[src/rtl/sprite_motion_ctrl.sv]
// rtl/sprite_motion_ctrl.sv - per-frame position update for one sprite
//
// Computes the top-left corner of a single sprite once per video frame.
// Horizontal motion follows two player buttons with a speed ramp and
// clamps at the screen edges; vertical motion is an optional automatic
// bounce between Y_MIN and V_ACTIVE-SPR_H. Every output register loads
// only on the frame_tick edge, so the renderer never sees a change
// mid-frame.
//
// Ports:
//   clk         pixel clock
//   rst_n       asynchronous active-low reset
//   frame_tick  one-cycle pulse at start of vertical blank
//   btn_left    raw asynchronous button level
//   btn_right   raw asynchronous button level
//   auto_y      enables the vertical bounce
//   POSX        sprite left column
//   pos_y       sprite top row
//   at_left     POSX == 0
//   at_right    POSX == H_ACTIVE-SPR_W

module sprite_motion_ctrl #(
    parameter int H_ACTIVE  = 640,
    parameter int V_ACTIVE  = 480,
    parameter int SPR_W     = 40,
    parameter int SPR_H     = 24,
    parameter int X_INIT    = 300,
    parameter int Y_INIT    = 440,
    parameter int Y_MIN     = 400,
    parameter int STEP_Y    = 2,
    parameter int MAX_SPEED = 6
) (
    input  logic        clk,
    input  logic        rst_n,
    input  logic        frame_tick,
    input  logic        btn_left,
    input  logic        btn_right,
    input  logic        auto_y,
    output logic [10:0] POSX,
    output logic [10:0] pos_y,
    output logic        at_left,
    output logic        at_right
);

    localparam int SPD_W = $clog2(MAX_SPEED + 1);

    localparam logic signed [11:0] X_MAX_S  = 12'(H_ACTIVE - SPR_W);
    localparam logic signed [11:0] Y_MAX_S  = 12'(V_ACTIVE - SPR_H);
    localparam logic signed [11:0] Y_MIN_S  = 12'(Y_MIN);
    localparam logic signed [11:0] STEP_Y_S = 12'(STEP_Y);
    localparam logic [SPD_W-1:0]   MAX_SPD  = SPD_W'(MAX_SPEED);

    typedef enum logic [1:0] {
        IDLE,
        MOVE_L,
        MOVE_R
    } h_state_t;

    h_state_t          state, state_n;
    logic [SPD_W-1:0]  spd, spd_n, spd_mv;
    logic [10:0]       posx, posx_n;
    logic [10:0]       posy, posy_n;
    logic              dir_y, dir_y_n;
    logic              l_meta, l, r_meta, r;
    logic signed [11:0] x_ext, x_sum, y_ext, y_sum;

    assign POSX  = posx;
    assign pos_y = posy;
    assign x_ext = signed'({1'b0, posx});
    assign y_ext = signed'({1'b0, posy});

    // Two-flop synchronizers; no debounce needed at frame-rate sampling.
    always_ff @(posedge clk or negedge rst_n) begin
        if (!rst_n) begin
            l_meta <= 1'b0;
            l      <= 1'b0;
            r_meta <= 1'b0;
            r      <= 1'b0;
        end else begin
            l_meta <= btn_left;
            l      <= l_meta;
            r_meta <= btn_right;
            r      <= r_meta;
        end
    end

    // Horizontal FSM and arithmetic.
    always_comb begin
        state_n = state;
        spd_n   = spd;
        posx_n  = posx;
        spd_mv  = '0;
        x_sum   = x_ext;
        if (frame_tick) begin
            if (l ^ r) begin
                // Continuing in the same direction ramps; anything else
                // (idle, reversal, post-clamp) restarts at speed 1.
                if ((l && state == MOVE_L) || (r && state == MOVE_R))
                    spd_mv = (spd >= MAX_SPD) ? MAX_SPD : spd + SPD_W'(1);
                else
                    spd_mv = SPD_W'(1);
                if (l)
                    x_sum = x_ext - signed'(12'(spd_mv));
                else
                    x_sum = x_ext + signed'(12'(spd_mv));
                if (x_sum < 12'sd0) begin
                    posx_n  = 11'd0;
                    spd_n   = '0;
                    state_n = IDLE;
                end else if (x_sum > X_MAX_S) begin
                    posx_n  = X_MAX_S[10:0];
                    spd_n   = '0;
                    state_n = IDLE;
                end else begin
                    posx_n  = x_sum[10:0];
                    spd_n   = spd_mv;
                    state_n = l ? MOVE_L : MOVE_R;
                end
            end else begin
                state_n = IDLE;
                spd_n   = '0;
            end
        end
    end

    // Vertical bounce; dir_y 0 = down, 1 = up.
    always_comb begin
        posy_n  = posy;
        dir_y_n = dir_y;
        y_sum   = y_ext;
        if (frame_tick && auto_y) begin
            if (!dir_y) begin
                y_sum = y_ext + STEP_Y_S;
                if (y_sum >= Y_MAX_S) begin
                    posy_n  = Y_MAX_S[10:0];
                    dir_y_n = 1'b1;
                end else begin
                    posy_n  = y_sum[10:0];
                end
            end else begin
                y_sum = y_ext - STEP_Y_S;
                if (y_sum <= Y_MIN_S) begin
                    posy_n  = Y_MIN_S[10:0];
                    dir_y_n = 1'b0;
                end else begin
                    posy_n  = y_sum[10:0];
                end
            end
        end
    end

    always_ff @(posedge clk or negedge rst_n) begin
        if (!rst_n) begin
            state    <= IDLE;
            spd      <= '0;
            posx     <= 11'(X_INIT);
            posy     <= 11'(Y_INIT);
            dir_y    <= 1'b0;
            at_left  <= 1'b0;
            at_right <= 1'b0;
        end else begin
            state <= state_n;
            spd   <= spd_n;
            posx  <= posx_n;
            posy  <= posy_n;
            dir_y <= dir_y_n;
            // Flags follow the next-state position so they change in the
            // same cycle as POSX, and only on a tick.
            if (frame_tick) begin
                at_left  <= (posx_n == 11'd0);
                at_right <= (posx_n == X_MAX_S[10:0]);
            end
        end
    end

endmodule

[config.mk]
export PLATFORM = sky130hd
export DESIGN_NAME = sprite_motion_ctrl
export DESIGN_NICKNAME = d
export VERILOG_FILES = /design/src/rtl/sprite_motion_ctrl.sv
export SDC_FILE = /design/constraint.sdc
export NUM_CORES = 1
export LEC_CHECK = 0
export ABC_AREA = 1
export CAP_MARGIN = 20
export CORE_ASPECT_RATIO = 0.8
export CORE_MARGIN = 2
export CORE_UTILIZATION = 45
export DETAILED_ROUTE_END_ITERATION = 8
export PLACE_DENSITY_LB_ADDON = 0.05
export SYNTH_ARGS = -nofsm -noshare
export SYNTH_HDL_FRONTEND = slang
export SYNTH_SLANG_ARGS = --single-unit
[constraint.sdc]
create_clock -name clk -period 4.56 [get_ports clk]
set_input_delay 0.684 -clock clk [delete_from_list [all_inputs] [get_ports clk]]
set_output_delay 0.684 -clock clk [all_outputs]
set_load 0.01 [all_outputs]
Yosys cells after proc, flatten, opt, wreduce, memory -nomap -nowiden
Index checks and enable logic that the tools add are counted.

operators by class
  add/subtract/negate cells = 5
  bitwise logic cells = 1
  reductions and logical operators = 5
  $lt $le $gt $ge = 5
  muxes and demuxes = 24
  equal/unequal tests = 3

operators with widths
  kind                                                                                number
  11-bit two-way mux                                                                  7
  12-bit two-way mux                                                                  3
  3-bit two-way mux                                                                   7
  11-bit by 2-bit adder with 12-bit output, second input constant                     1
  11-bit by 3-bit adder with 12-bit output                                            1
  12-bit by 10-bit >= comparator with 1-bit output, second input constant             1
  12-bit by 11-bit > comparator with 1-bit output, second input constant              1
  12-bit by 10-bit less-or-equal comparator with 1-bit output, second input constant  1
  12-bit by 1-bit < comparator with 1-bit output, second input constant               1
  11-bit by 2-bit subtractor with 12-bit output, second input constant                1
  11-bit by 3-bit subtractor with 12-bit output                                       1
  11-bit by 10-bit == test with 1-bit output, second input constant                   1
  11-bit zero test                                                                    1
  2-bit two-way mux                                                                   4
  3-bit by 1-bit adder with 3-bit output, second input constant                       1
  3-bit >= comparator, second input constant                                          1
  1-bit logical AND                                                                   3
  1-bit two-way mux                                                                   3
  2-bit by 1-bit == test with 1-bit output, second input constant                     1
  2-bit == test, second input constant                                                1
  1-bit logical OR                                                                    1
  1-bit XOR                                                                           1

storage, ports and cells
  output and inout bits = 24
  logic and storage cells = 54
  register bits = 34
  input bits = 6

Longest topological paths before layout
  depth after elaboration = 16
  mapped depth = 30
  depth with buffers taken out = 30

Worst setup path after synthesis
OpenSTA, ideal clock, no wires.

  kind = register -> register
  from = reg spd[1]
  to = reg at_left
  path buffers = 0
  clock period less this slack = 3.350 ns
  data required time = 4.444 ns
  arrival time = 3.233 ns
  path slack = 1.210 ns
  stages on the path, launching flop included = 30
  cell sequence = dfrtp_1 > ha_1 > o21ai_0 > nand2_1 > nand2_2 > clkinv_2 > ha_1 > ha_1 > or2_2 > ha_1 > nand2_1 > inv_1 > nand2_1 > nand2_1 > a21oi_2 > inv_1 > nand2_1 > nand2_1 > nand2_1 > nand2_1 > nand2_2 > nand2_2 > nor2_2 > nand2_1 > nand2_1 > inv_1 > nand2_1 > nor2_2 > nand2_1 > nand2_1

on the way
  cells in the longest elaborated chain, start to end = 15
  elaborated cells on any way between the ends = 18
  those cells by class = 3 x add/sub; 3 x order compare; 11 x mux; 1 x reduce/logical

RTL lines
  what                                                                                                              RTL line  source
  from (decl)                                                                                                       60        logic [SPD_W-1:0] spd, spd_n, spd_mv;
  from (signal assigned)                                                                                            163       spd <= spd_n;
  3-bit by 1-bit adder with 3-bit output / 3-bit >= comparator (equally long branches)                              99        spd_mv = (spd >= MAX_SPD) ? MAX_SPD : spd + SPD_W'(1);
  3-bit two-way mux *                                                                                               99
  3-bit two-way mux *                                                                                               98        if ((l && state == MOVE_L) || (r && state == MOVE_R))
  3-bit two-way mux *                                                                                               95        if (l ^ r) begin
  3-bit two-way mux *                                                                                               94        if (frame_tick) begin
  11-bit by 3-bit adder with 12-bit output / 11-bit by 3-bit subtractor with 12-bit output (equally long branches)  105, 103
  12-bit two-way mux *                                                                                              102       if (l)
  12-bit two-way mux *                                                                                              95
  12-bit two-way mux *                                                                                              94
  12-bit by 11-bit > comparator with 1-bit output                                                                   110       end else if (x_sum > X_MAX_S) begin
  11-bit two-way mux                                                                                                110
  11-bit two-way mux *                                                                                              106       if (x_sum < 12'sd0) begin
  11-bit two-way mux *                                                                                              95
  11-bit two-way mux *                                                                                              94
  via posx_n[0]                                                                                                     61        logic [10:0] posx, posx_n;
  11-bit zero test *                                                                                                170       at_left <= (posx_n == 11'd0);
  to (signal assigned)                                                                                              170
  to (decl)                                                                                                         41        output logic at_left,

The timed path passes the listed nets; every way through them passes the cells marked *. The select of a mux whose other input is x is not followed.
A chain may end at the register's enable or synchronous reset.

Worst setup path after layout
  from = reg spd[1]
  to = reg at_right

on the way
  cells in the longest elaborated chain, start to end = 15
  elaborated cells on any way between the ends = 18
  those cells by class = 3 x add/sub; 3 x order compare; 1 x eq/ne; 11 x mux

RTL lines
  what                                                                                                              RTL line  source
  3-bit by 1-bit adder with 3-bit output / 3-bit >= comparator (equally long branches)                              99
  3-bit two-way mux *                                                                                               99
  3-bit two-way mux *                                                                                               98
  3-bit two-way mux *                                                                                               95
  3-bit two-way mux *                                                                                               94
  11-bit by 3-bit adder with 12-bit output / 11-bit by 3-bit subtractor with 12-bit output (equally long branches)  105, 103
  12-bit two-way mux *                                                                                              102
  12-bit two-way mux *                                                                                              95
  12-bit two-way mux *                                                                                              94
  12-bit by 11-bit > comparator with 1-bit output                                                                   110
  11-bit two-way mux                                                                                                110
  11-bit two-way mux *                                                                                              106
  11-bit two-way mux *                                                                                              95
  11-bit two-way mux *                                                                                              94
  via posx_n[0]                                                                                                     61
  11-bit by 10-bit == test with 1-bit output *                                                                      171       at_right <= (posx_n == X_MAX_S[10:0]);
  to (signal assigned)                                                                                              171
  to (decl)                                                                                                         42        output logic at_right

Marked as above.

==> summary.txt <==
Global route
  – GRT Overall Usage: 0.205
  – Total congestion overflow: 0
  – Global-route wire length before repair: 11000 um
  – Via count of the first global-routing pass: 2267
  – Maximum number of pins on one net before global-route repair: 34
  – Number of antenna violations at the first check in global routing: 0

Yosys
  – Yosys top cell by area: sky130_fd_sc_hd__dfrtp_1
  – Flip-flop and latch count after synthesis: 33
  – Number of warnings printed during yosys synthesis: 0
  – Gate Count Post-Synth: between 400 and 500
  – Avg Cell Area, Syn: 6.70 sq um
  – Yosys top cell area share: 0.218
  – Ranking of synthesized cells by area: sky130_fd_sc_hd__dfrtp_1 22%, sky130_fd_sc_hd__nand2_1 17%, sky130_fd_sc_hd__inv_1 9.4%
  – Net count after synthesis: 438
  – Count of unique library cells instantiated by Yosys: 34
  – Fraction of registers with async set or reset after synthesis: 1.00
  – Post-synth EDFFs: 0
  – Synth cell count leaders: 124 x sky130_fd_sc_hd__nand2_1, 69 x sky130_fd_sc_hd__inv_1, 37 x sky130_fd_sc_hd__nand3_1, 33 x sky130_fd_sc_hd__nor2_1, 24 x sky130_fd_sc_hd__dfrtp_1
  – Synth Cell Area: between 0.002 and 0.003 sq mm
  – Dominant register cell in the synthesized netlist: sky130_fd_sc_hd__dfrtp_1
  – Cell with the most instances after synthesis: sky130_fd_sc_hd__nand2_1
  – Share of synthesized area occupied by flip-flops and latches: 0.303

Die
  – Width of the die: 91.6 um
  – Row cnt: 25
  – Count of boundary I/O pins: 30
  – Placeable core region: 0.00591 sq mm
  – Initial core utilization: 0.467
  – Die area: 0.00678 sq mm
  – Vertical extent of the die: 74.1 um

Detailed routing
  – Post-DR wirelength/cell: approximately 12 um
  – Total DRC errors in the routed layout: 0
  – Starting DRC count in detailed routing: 161
  – Via density: 4.90
  – Count of TritonRoute iterations in the first routing pass: 5
  – DR vias: around 2600
  – Wire length after detailed routing: about 6500 um
  – Remaining antenna violation count after routing: 0

Clock network
  – CTS buffer count: 5
  – Maximum count of clock buffers along a single path: 2
  – Clock net sink count: 33
  – Number of H-tree levels: 2
  – Clock transition time at the flip-flop clock pins of the worst setup and hold paths: around 0.07 ns
  – Post-CTS Hold Buffers: 0
  – Post-CTS resize count: 0
  – TritonCTS clock tree: yes
  – CTS root buf: sky130_fd_sc_hd__clkbuf_8
  – Number of setup buffers added after CTS: 0
  – Insertion delay to the later sink of the worst-skew pair: slightly below 0.3 ns

Setup path
  – Number of buffers and inverters on the critical path: 5
  – Slowest stage cell, crit path: sky130_fd_sc_hd__dfrtp_1
  – Largest stage delay, worst path: 0.43 ns
  – Worst reg2reg path depth: 26
  – Internal reg-to-reg setup slack: 0.49 ns
  – Worst endpoint data arrival time: 4.25 ns
  – Worst setup path category: reg2reg
  – Critical Path Fanout Max: 11
  – Origin of the critical flop-to-flop path: spd[1]$_DFFE_PN0P_
  – Required time at the worst-slack endpoint: approximately 4.7 ns
  – Type of element capturing the critical path: flip-flop
  – Endpoint of the worst-slack reg-to-reg timing path: at_right$_DFFE_PN0P_
  – Critical Path Start Type: flip-flop
  – Cell class contributing the biggest share of worst-path delay: simple AND/OR/NAND/NOR gates
  – Cell repeated most along the worst path: sky130_fd_sc_hd__nand2_1

Placement
  – Final HPWL from detailed placement: 5160 um
  – Count of input and output buffers: 28
  – Final Wtd Congestion: 0.859
  – Worst setup slack after placement: 0.545 ns

Hold path
  – Number of stages on the worst hold path: 0
  – Class of the worst hold path: reg2reg
  – Terminating pin of the worst hold path: r$_DFF_PN0_
  – Worst hold start: r_meta$_DFF_PN0_

Power
  – Total power: 1.81 mW
  – Largest voltage drop on the vdd net: 215 uV
  – Cell Pwr Density: 566 mW/mm^2
  – Leakage power of the design: 1.67 nW

STA
  – Final worst setup slack: between 0.4 and 0.5 ns
  – Max Fclk: ~0.25 GHz
  – Aggregate negative setup slack: 0 ns
  – Shortest period the worst path allows: 4.07 ns
  – Unrepaired setup endpoints after global routing: no
  – Final hold viol count: 0
  – Share of the clock period used by the worst path after layout: 0.892
  – Fin Clk Skew: roughly 0.0010 ns
  – Number of failing setup endpoints in the final timing report: 0
  – Number of pins with negative max-slew slack in the final report: 0

Cells and area
  – Number of antenna repair diodes: 0
  – Layout Area Growth over Synthesis: 15.7%
  – Post-layout net count: between 400 and 500
  – Fraction of final layout cells with drive strength greater than 1: 0.108

Flow run
  – Count of max-cap constraint violations: 0

Run status
  – Status: completed
## area by class of cell
type	instances	area [sq um]
clock inverters	3	17.5
well taps	81	101
fillers	558	2720
inverters	74	279
multi-input cells	299	1600
clock buffers	5	68.8
flip-flops and latches	33	837
repair buffers	29	288
## report_power, final
group / internal (mW) / total, mW / switching (mW)
sequential: 0.401 / 0.514 / 0.113
clock: 0.105 / 0.220 / 0.114
combinational: 0.427 / 1.08 / 0.649
total: 0.933 / 1.81 / 0.876
## sequential cells by signal (all words and copies together), names as in the netlist, 2 cells and up
signal  count
POSX       11
pos_y      10
spd         3
state       2
## logic make-up (layout without fill, tap and decap cells)
| logic type | Yosys count | count (layout) | synth area share |
|---|---|---|---|
| AOI/OAI and AO/OA | 38 | 38 | 0.0802 |
| xor gates and xnor gates | 14 | 14 | 0.0444 |
| adders and majority gates | 20 | 20 | 0.0934 |
| buffers and inverters | 80 | 111 | 0.116 |
| DFF | 33 | 33 | 0.303 |
| other | 1 | 1 | 0.00136 |
| and+or+nand+nor | 226 | 226 | 0.361 |
## metal layers
layer	vias up	routed length (um)	global-route usage	part of all wire
met2	75	2490	0.285	0.38
met5	-	0	0	0
met4	0	48	0.0488	0.0074
met1	1143	3530	0.325	0.54
met3	7	413	0.0395	0.064
li1	1345	-	-	-
## worst reg2reg max path, delay by kind of cell, from the launching register on
kind            cells  cell delay [ns]
buf+inv             5             0.33
flops               1             0.43
compound gates      3             0.61
simple gates       14             1.68
fa+ha+maj           4             0.91
## through the flow
| step | cell area [sq um] | hold WS, ns | util | instances |
|---|---|---|---|---|
| after floorplan | 2760 | 0.331 | - | 412 |
| after global placement | 3110 | 0.334 | 0.526 | 516 |
| after detailed placement | 3110 | 0.336 | 0.526 | 516 |
| after CTS | 3190 | 0.352 | 0.540 | 524 |
| after global routing | 3190 | 0.362 | 0.540 | 524 |
| final | 3190 | 0.350 | 0.540 | 524 |
## cell usage in the layout (no fill, tap or decap), types with 2 or more instances in the layout
cell	n
sky130_fd_sc_hd__dfstp_2	9
sky130_fd_sc_hd__ha_1	19
sky130_fd_sc_hd__clkinv_2	3
sky130_fd_sc_hd__o21ai_1	2
sky130_fd_sc_hd__nand3_2	2
sky130_fd_sc_hd__a31oi_1	4
sky130_fd_sc_hd__nor2_1	33
sky130_fd_sc_hd__inv_2	2
sky130_fd_sc_hd__a21oi_2	3
sky130_fd_sc_hd__o21ai_0	13
sky130_fd_sc_hd__clkinv_1	2
sky130_fd_sc_hd__dfrtp_1	24
sky130_fd_sc_hd__or2_2	2
sky130_fd_sc_hd__nand2_2	10
sky130_fd_sc_hd__clkbuf_8	5
sky130_fd_sc_hd__nand3_1	37
sky130_fd_sc_hd__inv_1	69
sky130_fd_sc_hd__clkdlybuf4s50_1	28
sky130_fd_sc_hd__a21oi_1	8
sky130_fd_sc_hd__nor2_2	6
sky130_fd_sc_hd__nand2_1	124
sky130_fd_sc_hd__nor3_2	2
sky130_fd_sc_hd__o22ai_1	5
sky130_fd_sc_hd__nand4_1	8
sky130_fd_sc_hd__xor2_1	13
## worst max-delay path by stage
stage	slack, ns	cells past startpoint	from	end
finish	0.49	26	spd[1]$_DFFE_PN0P_	at_right$_DFFE_PN0P_
global route	0.08	26	spd[1]$_DFFE_PN0P_	at_right$_DFFE_PN0P_
CTS	0.54	26	spd[1]$_DFFE_PN0P_	at_right$_DFFE_PN0P_
detailed placement	0.54	26	spd[1]$_DFFE_PN0P_	at_left$_DFFE_PN0P_
global placement	0.69	26	spd[1]$_DFFE_PN0P_	at_right$_DFFE_PN0P_
floorplan	1.21	29	spd[1]$_DFFE_PN0P_	at_left$_DFFE_PN0P_
Power figures use the tool's default switching activity.
